===== src/rtl/uart_tx_fifo.sv =====
// ---------------------------------------------------------------------------
// uart_tx_fifo
//
// Purpose:
//   A byte FIFO that feeds an 8N1 UART transmitter. The CPU writes bytes
//   with one-cycle strobes. The serializer pops them and sends each one as
//   a 10-bit frame: a start bit, 8 data bits LSB first, and a stop bit.
//   Each bit lasts DIV = CLK_HZ/BAUD clocks.
//   While the FIFO has data, frames go out back to back with no idle gap.
//
// Parameters:
//   CLK_HZ   system clock frequency in Hz
//   BAUD     serial bit rate (CLK_HZ/BAUD must be >= 2)
//   DEPTH    FIFO entries, power of two in 2..256
//
// Ports:
//   clk       in   system clock, rising edge
//   reset     in   asynchronous active-low reset
//   data[7:0] in   byte to transmit, sampled when wr=1
//   wr        in   one-cycle write strobe
//   busy      out  FIFO full (count == DEPTH), combinational from count
//   empty     out  FIFO empty and serializer idle
//   overflow  out  sticky dropped-write flag (0 unless the macro is defined)
//   uart_tx   out  registered serial line, idle high
//
// Build option:
//   UART_TX_OVERFLOW_FLAG_EN  - when defined, a write that arrives while the
//                               FIFO is full, with no pop in the same cycle,
//                               sets the overflow flag. The flag stays set
//                               until reset. When the macro is undefined,
//                               overflow is tied to 0.
// ---------------------------------------------------------------------------
module uart_tx_fifo #(
    parameter int CLK_HZ = 50000000,
    parameter int BAUD   = 115200,
    parameter int DEPTH  = 16
) (
    input  logic       clk,
    input  logic       reset,
    input  logic [7:0] data,
    input  logic       wr,
    output logic       busy,
    output logic       empty,
    output logic       overflow,
    output logic       uart_tx
);

    localparam int DIV = CLK_HZ / BAUD;
    localparam int AW  = $clog2(DEPTH);
    localparam int CW  = AW + 1;
    localparam int BW  = (DIV > 2) ? $clog2(DIV) : 1;

    localparam logic [CW-1:0] FULL_CNT = CW'(DEPTH);
    localparam logic [BW-1:0] DIV_M1   = BW'(DIV - 1);

    // Stop elaboration on configurations that cannot work.
    generate
        if (DIV < 2) begin : g_bad_div
            $error("uart_tx_fifo: CLK_HZ/BAUD must be at least 2");
        end
        if ((DEPTH < 2) || (DEPTH > 256) || ((DEPTH & (DEPTH - 1)) != 0)) begin : g_bad_depth
            $error("uart_tx_fifo: DEPTH must be a power of two in 2..256");
        end
    endgenerate

    typedef enum logic [1:0] {
        S_IDLE,
        S_START,
        S_DATA,
        S_STOP
    } state_t;

    // Registers
    state_t          r_state;
    logic [BW-1:0]   r_baud;
    logic [2:0]      r_bit;
    logic [7:0]      r_shift;
    logic            r_tx;
    logic [CW-1:0]   r_count;
    logic [AW-1:0]   r_wr_ptr;
    logic [AW-1:0]   r_rd_ptr;
    logic [7:0]      r_mem [DEPTH];

    // Combinational next-state values
    state_t          w_state_next;
    logic [BW-1:0]   w_baud_next;
    logic [2:0]      w_bit_next;
    logic [7:0]      w_shift_next;
    logic            w_tx_next;
    logic            w_pop;
    logic            w_push;
    logic            w_full;
    logic            w_has_data;
    logic            w_baud_end;

    assign w_full     = (r_count == FULL_CNT);
    assign w_has_data = (r_count != '0);
    assign w_baud_end = (r_baud == DIV_M1);

    // A pop frees a slot in the same cycle, so a write that lands on a pop
    // is accepted even when the FIFO is full. There is no bypass path from
    // an empty FIFO: a byte must sit in the FIFO for one cycle before it
    // can be popped.
    assign w_push = wr && (!w_full || w_pop);

    // Serializer next-state and output logic
    always_comb begin
        w_state_next = r_state;
        w_baud_next  = r_baud;
        w_bit_next   = r_bit;
        w_shift_next = r_shift;
        w_tx_next    = r_tx;
        w_pop        = 1'b0;

        case (r_state)
            S_IDLE: begin
                w_baud_next = '0;
                w_tx_next   = 1'b1;
                if (w_has_data) begin
                    w_pop        = 1'b1;
                    w_shift_next = r_mem[r_rd_ptr];
                    w_state_next = S_START;
                    w_tx_next    = 1'b0;
                end
            end

            S_START: begin
                if (w_baud_end) begin
                    w_baud_next  = '0;
                    w_bit_next   = 3'd0;
                    w_tx_next    = r_shift[0];
                    w_shift_next = {1'b0, r_shift[7:1]};
                    w_state_next = S_DATA;
                end else begin
                    w_baud_next = r_baud + 1'b1;
                end
            end

            S_DATA: begin
                if (w_baud_end) begin
                    w_baud_next = '0;
                    if (r_bit == 3'd7) begin
                        w_tx_next    = 1'b1;
                        w_state_next = S_STOP;
                    end else begin
                        w_bit_next   = r_bit + 3'd1;
                        w_tx_next    = r_shift[0];
                        w_shift_next = {1'b0, r_shift[7:1]};
                    end
                end else begin
                    w_baud_next = r_baud + 1'b1;
                end
            end

            S_STOP: begin
                if (w_baud_end) begin
                    w_baud_next = '0;
                    // Chain straight into the next start bit when more data
                    // is queued, so that frames leave with no gap.
                    if (w_has_data) begin
                        w_pop        = 1'b1;
                        w_shift_next = r_mem[r_rd_ptr];
                        w_tx_next    = 1'b0;
                        w_state_next = S_START;
                    end else begin
                        w_tx_next    = 1'b1;
                        w_state_next = S_IDLE;
                    end
                end else begin
                    w_baud_next = r_baud + 1'b1;
                end
            end

            default: begin
                w_state_next = S_IDLE;
                w_baud_next  = '0;
                w_tx_next    = 1'b1;
            end
        endcase
    end

    // Serializer registers
    always_ff @(posedge clk or negedge reset) begin
        if (!reset) begin
            r_state <= S_IDLE;
            r_baud  <= '0;
            r_bit   <= 3'd0;
            r_shift <= 8'd0;
            r_tx    <= 1'b1;
        end else begin
            r_state <= w_state_next;
            r_baud  <= w_baud_next;
            r_bit   <= w_bit_next;
            r_shift <= w_shift_next;
            r_tx    <= w_tx_next;
        end
    end

    // FIFO bookkeeping. The pointers wrap naturally because DEPTH is a
    // power of two.
    always_ff @(posedge clk or negedge reset) begin
        if (!reset) begin
            r_count  <= '0;
            r_wr_ptr <= '0;
            r_rd_ptr <= '0;
        end else begin
            if (w_push) begin
                r_wr_ptr <= r_wr_ptr + 1'b1;
            end
            if (w_pop) begin
                r_rd_ptr <= r_rd_ptr + 1'b1;
            end
            if (w_push && !w_pop) begin
                r_count <= r_count + 1'b1;
            end else if (w_pop && !w_push) begin
                r_count <= r_count - 1'b1;
            end
        end
    end

    // The storage array has no reset. Its contents have no meaning until
    // r_count says so.
    always_ff @(posedge clk) begin
        if (w_push) begin
            r_mem[r_wr_ptr] <= data;
        end
    end

`ifdef UART_TX_OVERFLOW_FLAG_EN
    logic w_drop;
    logic r_overflow;

    assign w_drop = wr && w_full && !w_pop;

    always_ff @(posedge clk or negedge reset) begin
        if (!reset) begin
            r_overflow <= 1'b0;
        end else if (w_drop) begin
            r_overflow <= 1'b1;
        end
    end

    assign overflow = r_overflow;
`else
    assign overflow = 1'b0;
`endif

    assign busy    = w_full;
    assign empty   = (r_state == S_IDLE) && !w_has_data;
    assign uart_tx = r_tx;

endmodule

===== config.mk =====
export PLATFORM = sky130hd
export DESIGN_NAME = uart_tx_fifo
export DESIGN_NICKNAME = d
export VERILOG_FILES = /design/src/rtl/uart_tx_fifo.sv
export SDC_FILE = /design/constraint.sdc
export NUM_CORES = 1
export LEC_CHECK = 0
export ABC_AREA = 1
export CAP_MARGIN = 20
export CORE_ASPECT_RATIO = 0.5
export CORE_UTILIZATION = 40
export CTS_CLUSTER_SIZE = 8
export DETAILED_ROUTE_END_ITERATION = 12
export MAX_ROUTING_LAYER = met4
export PLACE_DENSITY = 0.6
export SYNTH_ARGS = -nofsm -noshare
export SYNTH_HDL_FRONTEND = slang
export SYNTH_SLANG_ARGS = --single-unit

===== constraint.sdc =====
create_clock -name clk -period 2.8 [get_ports clk]
set_clock_uncertainty 0.2 [all_clocks]
set_input_delay 0.42 -clock clk [delete_from_list [all_inputs] [get_ports clk]]
set_output_delay 0.42 -clock clk [all_outputs]
set_load 0.01 [all_outputs]

# == Word-level counts from Yosys, hierarchy flattened ==
# Memory sizes are Yosys's and may differ from the RTL's.
# Cells that the tools add are included.
# classes
n_addsub,6
n_reduce_logical,18
n_mux,32
eq_ne,12
# op_table
cell,count
$mux 8,5
$pmux 8 s4,1
$pmux 9 s2,1
$ne 2x2->1 const B,6
$mux 1,10
$mux 2,5
$mux 5,2
$add 9x1->9 const B,1
$eq 9x9->1 const B,1
$mux 3,3
$mux 9,1
$add 4x1->4 const B,2
$pmux 2 s4,1
$reduce_and 4->1,2
$pmux 3 s2,1
$add 5x1->5 const B,1
$eq 5x5->1 const B,1
$reduce_and 5->1,1
$reduce_bool 5->1,1
$sub 5x1->5 const B,1
$eq 2x2->1 const B,2
$logic_and 1x1->1,4
$logic_not 1->1,4
$pmux 1 s4,1
9 further kinds,10
# word_totals
wordCells,77
ramBits,128
memories,1
in_bits,11
ff_bits,36
output_inout_bits,4
# memory_table
name,words,width,read_ports,rd_clocked_by_memory_dff,wr,line_no,source
r_mem,16,8,1,0,1,82,logic [7:0] r_mem [DEPTH];

# == Longest topological paths before layout ==
# Gate-level depths: netlist of the first run.
# depth
ltp_word,10
ltp_mapped,20
ltp_nobuf,19

# == Least setup slack after synthesis of the first run ==
# Ideal clock, no wire load.
# synth_path
path_kind,register to register
startpoint,register r_state[0]
endpoint,register r_count[4]
path_slack_ns,-0.182
path_buffers,1
arrival_ns,2.661
period_less_slack_ns,2.982
t_required_ns,2.479
stages_incl_launch_ff,20
setup_ns,0.121
cell_sequence,dfrtp_1 inv_1 ha_1 nor2_1 nand2_1 inv_1 nand2_4 nand2_4 nand2_4 buf_6 inv_1 ha_1 inv_1 fa_1 a21oi_1 o21bai_1 a21oi_1 o21ai_0 nand2_1 nand2_1
# synth_via
elab_chain_cells,7
word_cells_on_any_way,11
cone_classes,1 x eq/ne; 2 x mux; 8 x reduce/logical
# synth_lines
item,line_no,source
start: declaration,74,state_t r_state;
start signal: assignment,191,r_state <= w_state_next;
$eq 2x2->1 or $logic_not 2->1 (tied branches),115,case (r_state)
$pmux 1 s2 (*),115,
$logic_or 1x1->1 (*),104,assign w_push = wr && (!w_full || w_pop);
$logic_and 1x1->1 (*),104,
named net w_push,91,logic w_push;
$logic_not 1->1,215,end else if (w_pop && !w_push) begin
$logic_and 1x1->1,215,
$reduce_bool 2->1 (no source line),-,
end signal: assignment,214,r_count <= r_count + 1'b1;
end signal: assignment,216,r_count <= r_count - 1'b1;
end: declaration,79,logic [CW-1:0] r_count;
# The timed path passes the listed nets; every way through them passes the cells marked *.
# A chain may end at the register's enable or synchronous reset.

# == Final worst setup path of the first run ==
# layout_path
startpoint,register r_state[1]
endpoint,register r_count[4]
# Same word-level chain as after synthesis.

==> results_dict.tcl, run 1 <==
set metrics [dict create \
    status "completed" \
    synth_edf_count 128 \
    die_w_microns 195.8 \
    min_path_type "register to register" \
    via_count 5165 \
    synth-seq-area-share_pct 63.16 \
    cts_buffer_depth 2 \
    overflow 0 \
    gp_congestion 0.8512 \
    grt_pass1_vias 4973 \
    core_sq_mm 0.01787 \
    setup_viol 0 \
    drt-total-wl_microns 16330 \
    synth_top_area_share_pct 51.16 \
    rsz0062_at_grt "true" \
    fp.dieH_microns 98.91 \
    async_flop_share_pct 21.95 \
    ys_ff_latch 164 \
    maxSlewViolCount 0 \
    cts-root-buf "clkbuf_16" \
    hold_viol_final 0 \
    drc 0 \
    diodes 0 \
    firstDrtPassIters 5 \
    antenna_found_initial 0 \
    p_total_mw 6.106 \
    place_area_sq_mm 0.008019 \
    start_util_pct 42.05 \
    dpl.hpwl_microns 10120 \
    boundaryPins 15 \
    layout_min_cycle_time_ps 2780 \
    period_share_pct 99.29 \
    grt_max_degree 58 \
    final_util_pct 49.17 \
    wire_per_inst_microns 15.49 \
    drv_cap 0 \
    track_usage_pct 18.43 \
    avgSynthCellArea_sq_um 9.873 \
    synth_ff_type "edfxtp_1" \
    grt_pass1_wl_microns 26240 \
    netlist_area_sq_mm 0.007513 \
    cts_sinks 164 \
    synthCells 761 \
    critPathCaptureType "register" \
    drive_gt1_share_pct 12.93 \
    ir_worst_vdd_mv 0.3429 \
    p_leak_nw 3.766 \
    drt-vias-per-instance 4.900 \
    hold_ws_ps 265.1 \
    tns_ps 0 \
    setup_slack_ps 19.92 \
    cts_made_buffers 17 \
    ys_types 32 \
    path_class "register to register" \
    syn2layout_area_growth_pct 16.92 \
    cts_tree "done" \
    critPathRequiredTime_ps 2970 \
    fmax_mhz 359.7 \
    finalNonFillerCells 1054 \
    row_count 34 \
    dp.cells 1007 \
    cp_max_fo 5 \
    ys_warn_count 0 \
    critPathLaunchType "register" \
    io_buffers 13 \
    ant_nets 0 \
    die_area_sq_mm 0.01937 \
    layout_commonest_cell "nand2_1" \
    ctsHtreeMaxLevel 4 \
    drt_iter0_drc 431 \
    tightest_slew_ps 807.3 \
    clkLatencyLatePin_ps 430 \
    yosysTopAreaCell "edfxtp_1" \
    clkTransAtPathRegs_ps 70 \
    arrival_ps 2950 \
    power_density_mw_per_mm2 695.1 \
    fin_area_sq_mm 0.008785 \
    final_cell_mix "nand2_1 (238), edfxtp_1 (128), nand3_1 (100)" \
    synth_area_leaders "edfxtp_1 (51%), nand2_1 (12%), dfrtp_1 (12%), nand3_1 (6.7%), inv_1 (4.6%)" \
    synth_fp_nets 791 \
    max_slew_margin_pct 46.18 \
    num-nets-final 837 \
    dpl_worst_slack_ps -23.85 \
]
kinds of logic after synthesis:
group           synth area share [%]
flops                          63.16
simple gates                   23.45
compound gates                 2.398
other cells                  0.04991
xor+xnor                      0.8160
buf+inv                        6.861
fa+ha+maj                      3.264
layer usage:
metal  track usage [%]  vias up  wire [microns]
met3             3.114       12             872
li1                  -     2580               -
met4             6.250        0             153
met2             27.89      110            7392
met5                 -        -               0
met1             25.25     2463            7913
worst max-delay path, cell delays in order (launching register included):
cell      delay [ps]
dfrtp_1          420
inv_2            100
ha_4             130
nor2_1            50
nor2_2            90
nand2_1           60
inv_2             80
nand2_4           70
nand2_4           80
nand2_4           50
inv_4             60
ha_4             140
clkinv_4          80
fa_2             390
a21oi_2          170
o21bai_2         110
a21oi_2          170
buf_4            130
o211ai_1          70
nand2_1           70
cell usage after synthesis (4+ instances only):
master / number
nand2_1: 239
edfxtp_1: 128
nand3_1: 100
inv_1: 92
nor2_1: 44
dfrtp_1: 35
ha_1: 18
nor3_1: 17
o21ai_0: 14
clkbuf_1: 12
buf_2: 10
a21oi_1: 9
o211ai_1: 6
xor2_1: 5
nand2_4: 4
state kept, by name, indices dropped and copies added, names as in the netlist, 2 cells and up:
register	flops
r_state	2
r_baud	9
r_mem	128
r_rd_ptr	4
r_wr_ptr	4
r_shift	8
r_bit	3
r_count	5
area by class of cell:
cell class,instances,area [sq um]
clock buffers,18,429.2
clock inverters,14,163.9
fillers,1635,9082
inverters,97,371.6
multi-input cells,471,2316
flip-flops and latches,164,4748
well taps,234,292.8
repair buffers,56,462.9
path summary, 6_finish.rpt:
kind	depth (start not counted)	slack, ps	end	startpoint
worst max register to register	19	20	r_count[4]	r_state[1]
worst min register to register	1	270	r_baud[8]	r_baud[8]
max in group asynchronous	2	1410	r_state[0]	reset
worst max-delay path	19	20	r_count[4]	r_state[1]
min in group asynchronous	2	430	r_count[0]	reset
worst min-delay path	1	270	r_baud[8]	r_baud[8]
what timing repair did:
action | CTS | global route
gates resized for setup | 2 | 16
setup buffers | 3 | 11
hold buffers | 1 | 0
pin swaps | 1 | 11
endpoints found under the setup margin | 1 | 1
hold endpoints to repair | 35 | 0
power breakdown:
part | internal [mW] | total (mW) | leakage [nW] | switching [mW]
clock network | 1.34 | 2.37 | 0.293 | 1.03
logic | 0.293 | 0.790 | 1.87 | 0.497
registers | 2.85 | 2.94 | 1.60 | 0.0967
(Power assumes the default switching activity.)
==> run 2: changes to the inputs <==
- CORE_MARGIN: unset -> 1.5
==> run 2 against run 1 <==
  * Count of clock-buffer cells in the layout fell by 1
  * Register-to-register slack improved by 80 ps
  * Total power fell by 1.1%
  * Final cell count rose by 0.57%
  * Clock power fell by 3%
  * Hold slack improved by 6.5 ps
  * Sequential cell count did not move
  * First-iteration DRC count fell by 26%
==> results_dict.tcl, run 2 (same netlist as run 1, synthesis figures left out) <==
set metrics [dict create \
    drt_iter0_drc 321 \
    track_usage_pct 18.25 \
    max_slew_margin_pct 47.06 \
    cts_tree "done" \
    gp_congestion 0.7895 \
    swShare_pct 28.06 \
    grt_pass1_wl_microns 26570 \
    critPathCaptureType "register" \
    via_count 5231 \
    firstDrtPassIters 5 \
    drv_cap 0 \
    clkTransAtPathRegs_ps 70 \
    maxSlewViolCount 0 \
    layout_commonest_cell "nand2_1" \
    core_sq_mm 0.01839 \
    hold_ws_ps 271.6 \
    hold_viol_final 0 \
    final_util_pct 47.81 \
    wire_per_inst_microns 15.51 \
    cts_buffer_depth 2 \
    cts_made_buffers 17 \
    grt_pass1_vias 5091 \
    ant_nets 0 \
    ir_worst_vdd_mv 0.3582 \
    period_share_pct 96.41 \
    path_cells "inv_2 -> ha_4 -> nor2_1 -> nand2_1 -> inv_2 -> nand2_4 -> nand2_4 -> nand2_4 -> inv_2 -> ha_4 -> inv_4 -> fa_2 -> a21oi_2 -> o21bai_1 -> a21oi_1 -> o21ai_1 -> nand2_1 -> nand2_1" \
    setup_viol 0 \
    diodes 0 \
    critPathRequiredTime_ps 2910 \
    tightest_slew_ps 794.1 \
    intPower_mw 4.344 \
    layout_min_cycle_time_ps 2699 \
    largest_reg_flops 128 \
    ctsHtreeMaxLevel 4 \
    num-nets-final 837 \
    min_path_type "register to register" \
    drt-total-wl_microns 16440 \
    pwr-share-comb_pct 13.3 \
    path_class "register to register" \
    num-fill-cells 1671 \
    io_buffers 13 \
    overflow 0 \
    syn2layout_area_growth_pct 17.04 \
    die_w_microns 196.8 \
    boundaryPins 15 \
    cts_sinks 164 \
    final_cell_mix "nand2_1 (239), edfxtp_1 (128), nand3_1 (100)" \
    antenna_found_initial 0 \
    clkLatencyLatePin_ps 430 \
    die_area_sq_mm 0.01966 \
    arrival_ps 2810 \
    drc 0 \
    dpl.hpwl_microns 10260 \
    cts-root-buf "clkbuf_16" \
    status "completed" \
    crit_slowest_cell "dfrtp_1" \
    power.switching_mw 1.694 \
    tns_ps 0 \
    drt-vias-per-instance 4.935 \
    p_clk_share_pct 37.9 \
    reg_top3 "r_mem x128, r_baud x9, r_shift x8" \
    cp_max_fo 5 \
    drive_gt1_share_pct 12.44 \
    critPathMaxStageDelay_ps 420 \
    fmax_mhz 370.4 \
    regMostFlops "r_mem" \
    start_util_pct 40.85 \
    critPathLaunchType "register" \
    p_seq_share_pct 48.8 \
    fp.dieH_microns 99.91 \
    grt_max_degree 71 \
    p_leak_nw 3.768 \
    row_count 35 \
    power_density_mw_per_mm2 686.6 \
]
## run 2: cell types whose count changed in the layout (fill, tap and decap cells not counted), moves of 2 or more
cell	previous run	this run
buf_4	41	39
buf_12	1	3
clkinv_8	0	2
nor2_2	5	3
bufinv_16	2	0
inv_8	3	5
## run 2: repair_timing
action,in CTS,in global routing
setup buffers,6,9
hold buffers,1,0
endpoints found under the setup margin,1,2
hold endpoints to repair,35,0
pin swaps,3,8
resized for setup,5,8
## run 2: routing by layer
metal	part of all wire [%]	wire, microns	track usage (%)
met1	48	7943	24.40
met4	1.1	187	4.756
met3	4.3	707	3.058
met2	46	7605	29.19
met5	0	0	-
## run 2: per-stage QoR
stage	setup slack, ps	cells	total power [mW]	area [sq um]
after floorplan	38.70	761	3.428	7528
after global placement	63.56	1012	3.678	8044
after detailed placement	-57.41	1012	3.713	8044
after CTS	3.310	1051	6.036	8697
after global routing	-46.69	1060	6.284	8793
final	100.5	1060	6.038	8793
## run 2: power groups by stage
stage	sequential (mW)	clock [mW]	combinational (mW)
floorplan	2.98	0	0.451
global placement	2.98	0	0.699
detailed placement	2.98	0	0.728
CTS	2.94	2.32	0.775
global route	2.97	2.41	0.906
finish	2.95	2.29	0.801
## run 2: area by class of cell
| class | instances | area [sq um] | share of cell area (%) |
|---|---|---|---|
| Timing Repair Buffer | 56 | 488.0 | 5.549 |
| Clock buffer | 17 | 425.4 | 4.838 |
| Clock inverter | 15 | 153.9 | 1.750 |
| Inverter | 97 | 369.1 | 4.197 |
| Sequential cell | 164 | 4748 | 54.00 |
| Tap cell | 240 | 300.3 | 3.415 |
| Multi-Input combinational cell | 471 | 2308 | 26.25 |
## run 2: critical path, delay by kind of cell (launching register included)
family / cells / cell delay, ps
adders and majority gates: 3 / 680
AOI/OAI and AO/OA: 4 / 530
and+or+nand+nor: 7 / 480
DFF: 1 / 420
buffers and inverters: 4 / 290
## run 2: worst paths after layout
check                           start          end  slack [ps]  cells after the start
hold / removal              r_baud[8]    r_baud[8]         270                      1
setup / recovery           r_state[1]   r_count[4]         100                     18
max in group asynchronous       reset  r_rd_ptr[0]        1430                      2
setup reg to reg           r_state[1]   r_count[4]         100                     18
min in group asynchronous       reset    r_baud[4]         420                      2
hold reg to reg             r_baud[8]    r_baud[8]         270                      1
==> run 3: changes to the inputs <==
--- a/config.mk
+++ b/config.mk
@@ -16,2 +16,3 @@
 export PLACE_DENSITY = 0.6
+export REMOVE_ABC_BUFFERS = 1
 export SYNTH_ARGS = -nofsm -noshare
--- a/constraint.sdc
+++ b/constraint.sdc
@@ -4,2 +4,2 @@
 set_output_delay 0.42 -clock clk [all_outputs]
-set_load 0.01 [all_outputs]
+set_load 0.02 [all_outputs]
==> run 3 against run 2 <==
  * Via count shrank 1.4%
  * Sequential power is essentially flat
  * Final cell count shrank 0.19%
  * Setup slack lost 11 ps
  * Cell area shrank 0.58%
  * Hold slack lost 2.9 ps
  * Fmax shrank 0.41%
  * Register-to-register slack is essentially flat
  * Global-route usage shrank 0.27 points
  * Core utilization shrank 0.28 points
  * Count of clock-buffer cells in the layout is the same
  * Non-clock buffer count shrank 2
==> results_dict.tcl, run 3 (same netlist as run 1, synthesis figures left out) <==
set metrics [dict create \
    ir_worst_vdd_mv 0.4657 \
    layout_commonest_cell "nand2_1" \
    critPathRequiredTime_ps 2910 \
    grt_max_degree 38 \
    antenna_found_initial 0 \
    r2r_slack_ps 90 \
    cts_tree "done" \
    critPathCaptureType "register" \
    maxSlewViolCount 0 \
    num-fill-cells 1676 \
    drt-total-wl_microns 16220 \
    power_density_mw_per_mm2 693.5 \
    reg_top3 "r_mem x128, r_baud x9, r_shift x8" \
    busiest_layer "met2" \
    crit_start "r_baud[1]" \
    boundaryPins 15 \
    min_from "r_baud[8]" \
    core_sq_mm 0.01839 \
    firstDrtPassIters 4 \
    syn2layout_area_growth_pct 16.35 \
    overflow 0 \
    wire_per_inst_microns 15.33 \
    via_count 5156 \
    setup_viol 0 \
    endpoint "r_count[4]" \
    grt_pass1_vias 5006 \
    drt_iter0_drc 400 \
    die_area_sq_mm 0.01966 \
    drc 0 \
    min_path_type "register to register" \
    clkLatencyLatePin_ps 420 \
    cts_buffer_depth 2 \
    max_slew_margin_pct 52.72 \
    ant_nets 0 \
    grt_pass1_wl_microns 26140 \
    ctsHtreeMaxLevel 4 \
    dpl.hpwl_microns 10090 \
    cts-root-buf "clkbuf_16" \
    clkTransAtPathRegs_ps 70 \
    cts_made_buffers 17 \
    path_class "register to register" \
    r2r-start "r_baud[1]" \
    multiInputGateArea_sq_mm 0.002303 \
    status "completed" \
    place_area_sq_mm 0.008089 \
    use_met3_pct 3.226 \
    track_usage_pct 17.97 \
    diodes 0 \
    tightest_slew_ps 708.1 \
    drt-vias-per-instance 4.873 \
    arrival_ps 2820 \
    grt_use_met2_pct 28.78 \
    rsz0062_at_grt "true" \
    drv_cap 0 \
    largest_reg_flops 128 \
    fin_area_sq_mm 0.008742 \
    die_w_microns 196.8 \
    io_buffers 13 \
    setup_slack_ps 89.30 \
    final_cell_mix "nand2_1 (239), edfxtp_1 (128), nand3_1 (100)" \
    period_share_pct 96.81 \
    critPathLaunchType "register" \
    gp_congestion 0.8306 \
    drive_gt1_share_pct 12.35 \
    fp.dieH_microns 99.91 \
    fmax_mhz 368.9 \
    row_count 35 \
    use_met1_pct 24.18 \
    start_util_pct 40.85 \
    regArea_sq_mm 0.004747 \
    dpl_worst_slack_ps -0.7461 \
    cp_max_fo 6 \
    rr_worst_depth 19 \
    cts_sinks 164 \
    num-nets-final 835 \
    r2r-end "r_count[4]" \
    layout_min_cycle_time_ps 2711 \
    p_leak_nw 3.742 \
    hold_viol_final 0 \
    regMostFlops "r_mem" \
]
-- run 3: how the worst min path moves through the flow --
stage / to / depth (start not counted)
after CTS: r_baud[8] / 1
after global placement: r_baud[8] / 1
final: r_baud[8] / 1
after detailed placement: r_baud[8] / 1
after global routing: r_shift[3] / 2
after floorplan: r_baud[0] / 0
-- run 3: final cells by class --
cell class                 instances  share of cell area, %
tap                              240                  3.435
clock inverter                    15                  1.904
clock buffer                      17                  4.866
sequential                       164                  54.30
timing repair buffer              54                  4.981
multi-input combinational        471                  26.35
inverter                          97                  4.165
-- run 3: repair_timing --
item                                    4_1_cts  5_1_grt
endpoints found under the setup margin        1        2
pin swaps                                     1        3
buffers inserted                              0        0
hold buffers                                  1        0
gates cloned                                  0        0
gates resized for setup                       1       15
hold endpoints to repair                     23        0
-- run 3: per-stage QoR --
| stage | setup TNS (ps) | utilization [%] | hold slack [ps] | total power [mW] | instances |
|---|---|---|---|---|---|
| after global routing | -127.4 | 47.53 | 300.9 | 6.333 | 1058 |
| final | 0 | 47.53 | 268.7 | 6.063 | 1058 |
| after detailed placement | -0.7461 | 43.98 | 254.4 | 3.729 | 1025 |
| after floorplan | -1011 | - | -75.59 | 3.417 | 732 |
| after global placement | 0 | 43.98 | 249.4 | 3.701 | 1025 |
| after CTS | 0 | 47.25 | 268.8 | 6.033 | 1058 |
-- run 3: power breakdown --
| group | total, mW | switching [mW] | internal [mW] |
|---|---|---|---|
| combinational | 0.804 | 0.506 | 0.298 |
| sequential | 2.95 | 0.0985 | 2.85 |
| clock | 2.31 | 1.05 | 1.27 |
| total | 6.06 | 1.65 | 4.41 |
-- run 3: layer usage --
metal	vias to the layer above	share of wire, %
met2	121	46
met1	2448	48
li1	2577	-
met3	10	4.9
met5	-	0
met4	0	0.72
-- run 3: worst max-delay path: stages (launching register included) --
cell and delay (ps):
dfrtp_1 400, inv_1 60, ha_1 130, nand2_1 50, inv_1 80, nand4_4 110
nand2_4 100, nand2_4 60, nand2_4 60, nand2_4 40, inv_1 60, ha_1 150
inv_2 70, fa_2 360, a21oi_2 180, o21bai_2 110, a21oi_2 170, o21ai_1 100
nand2_1 60, nand2_1 40
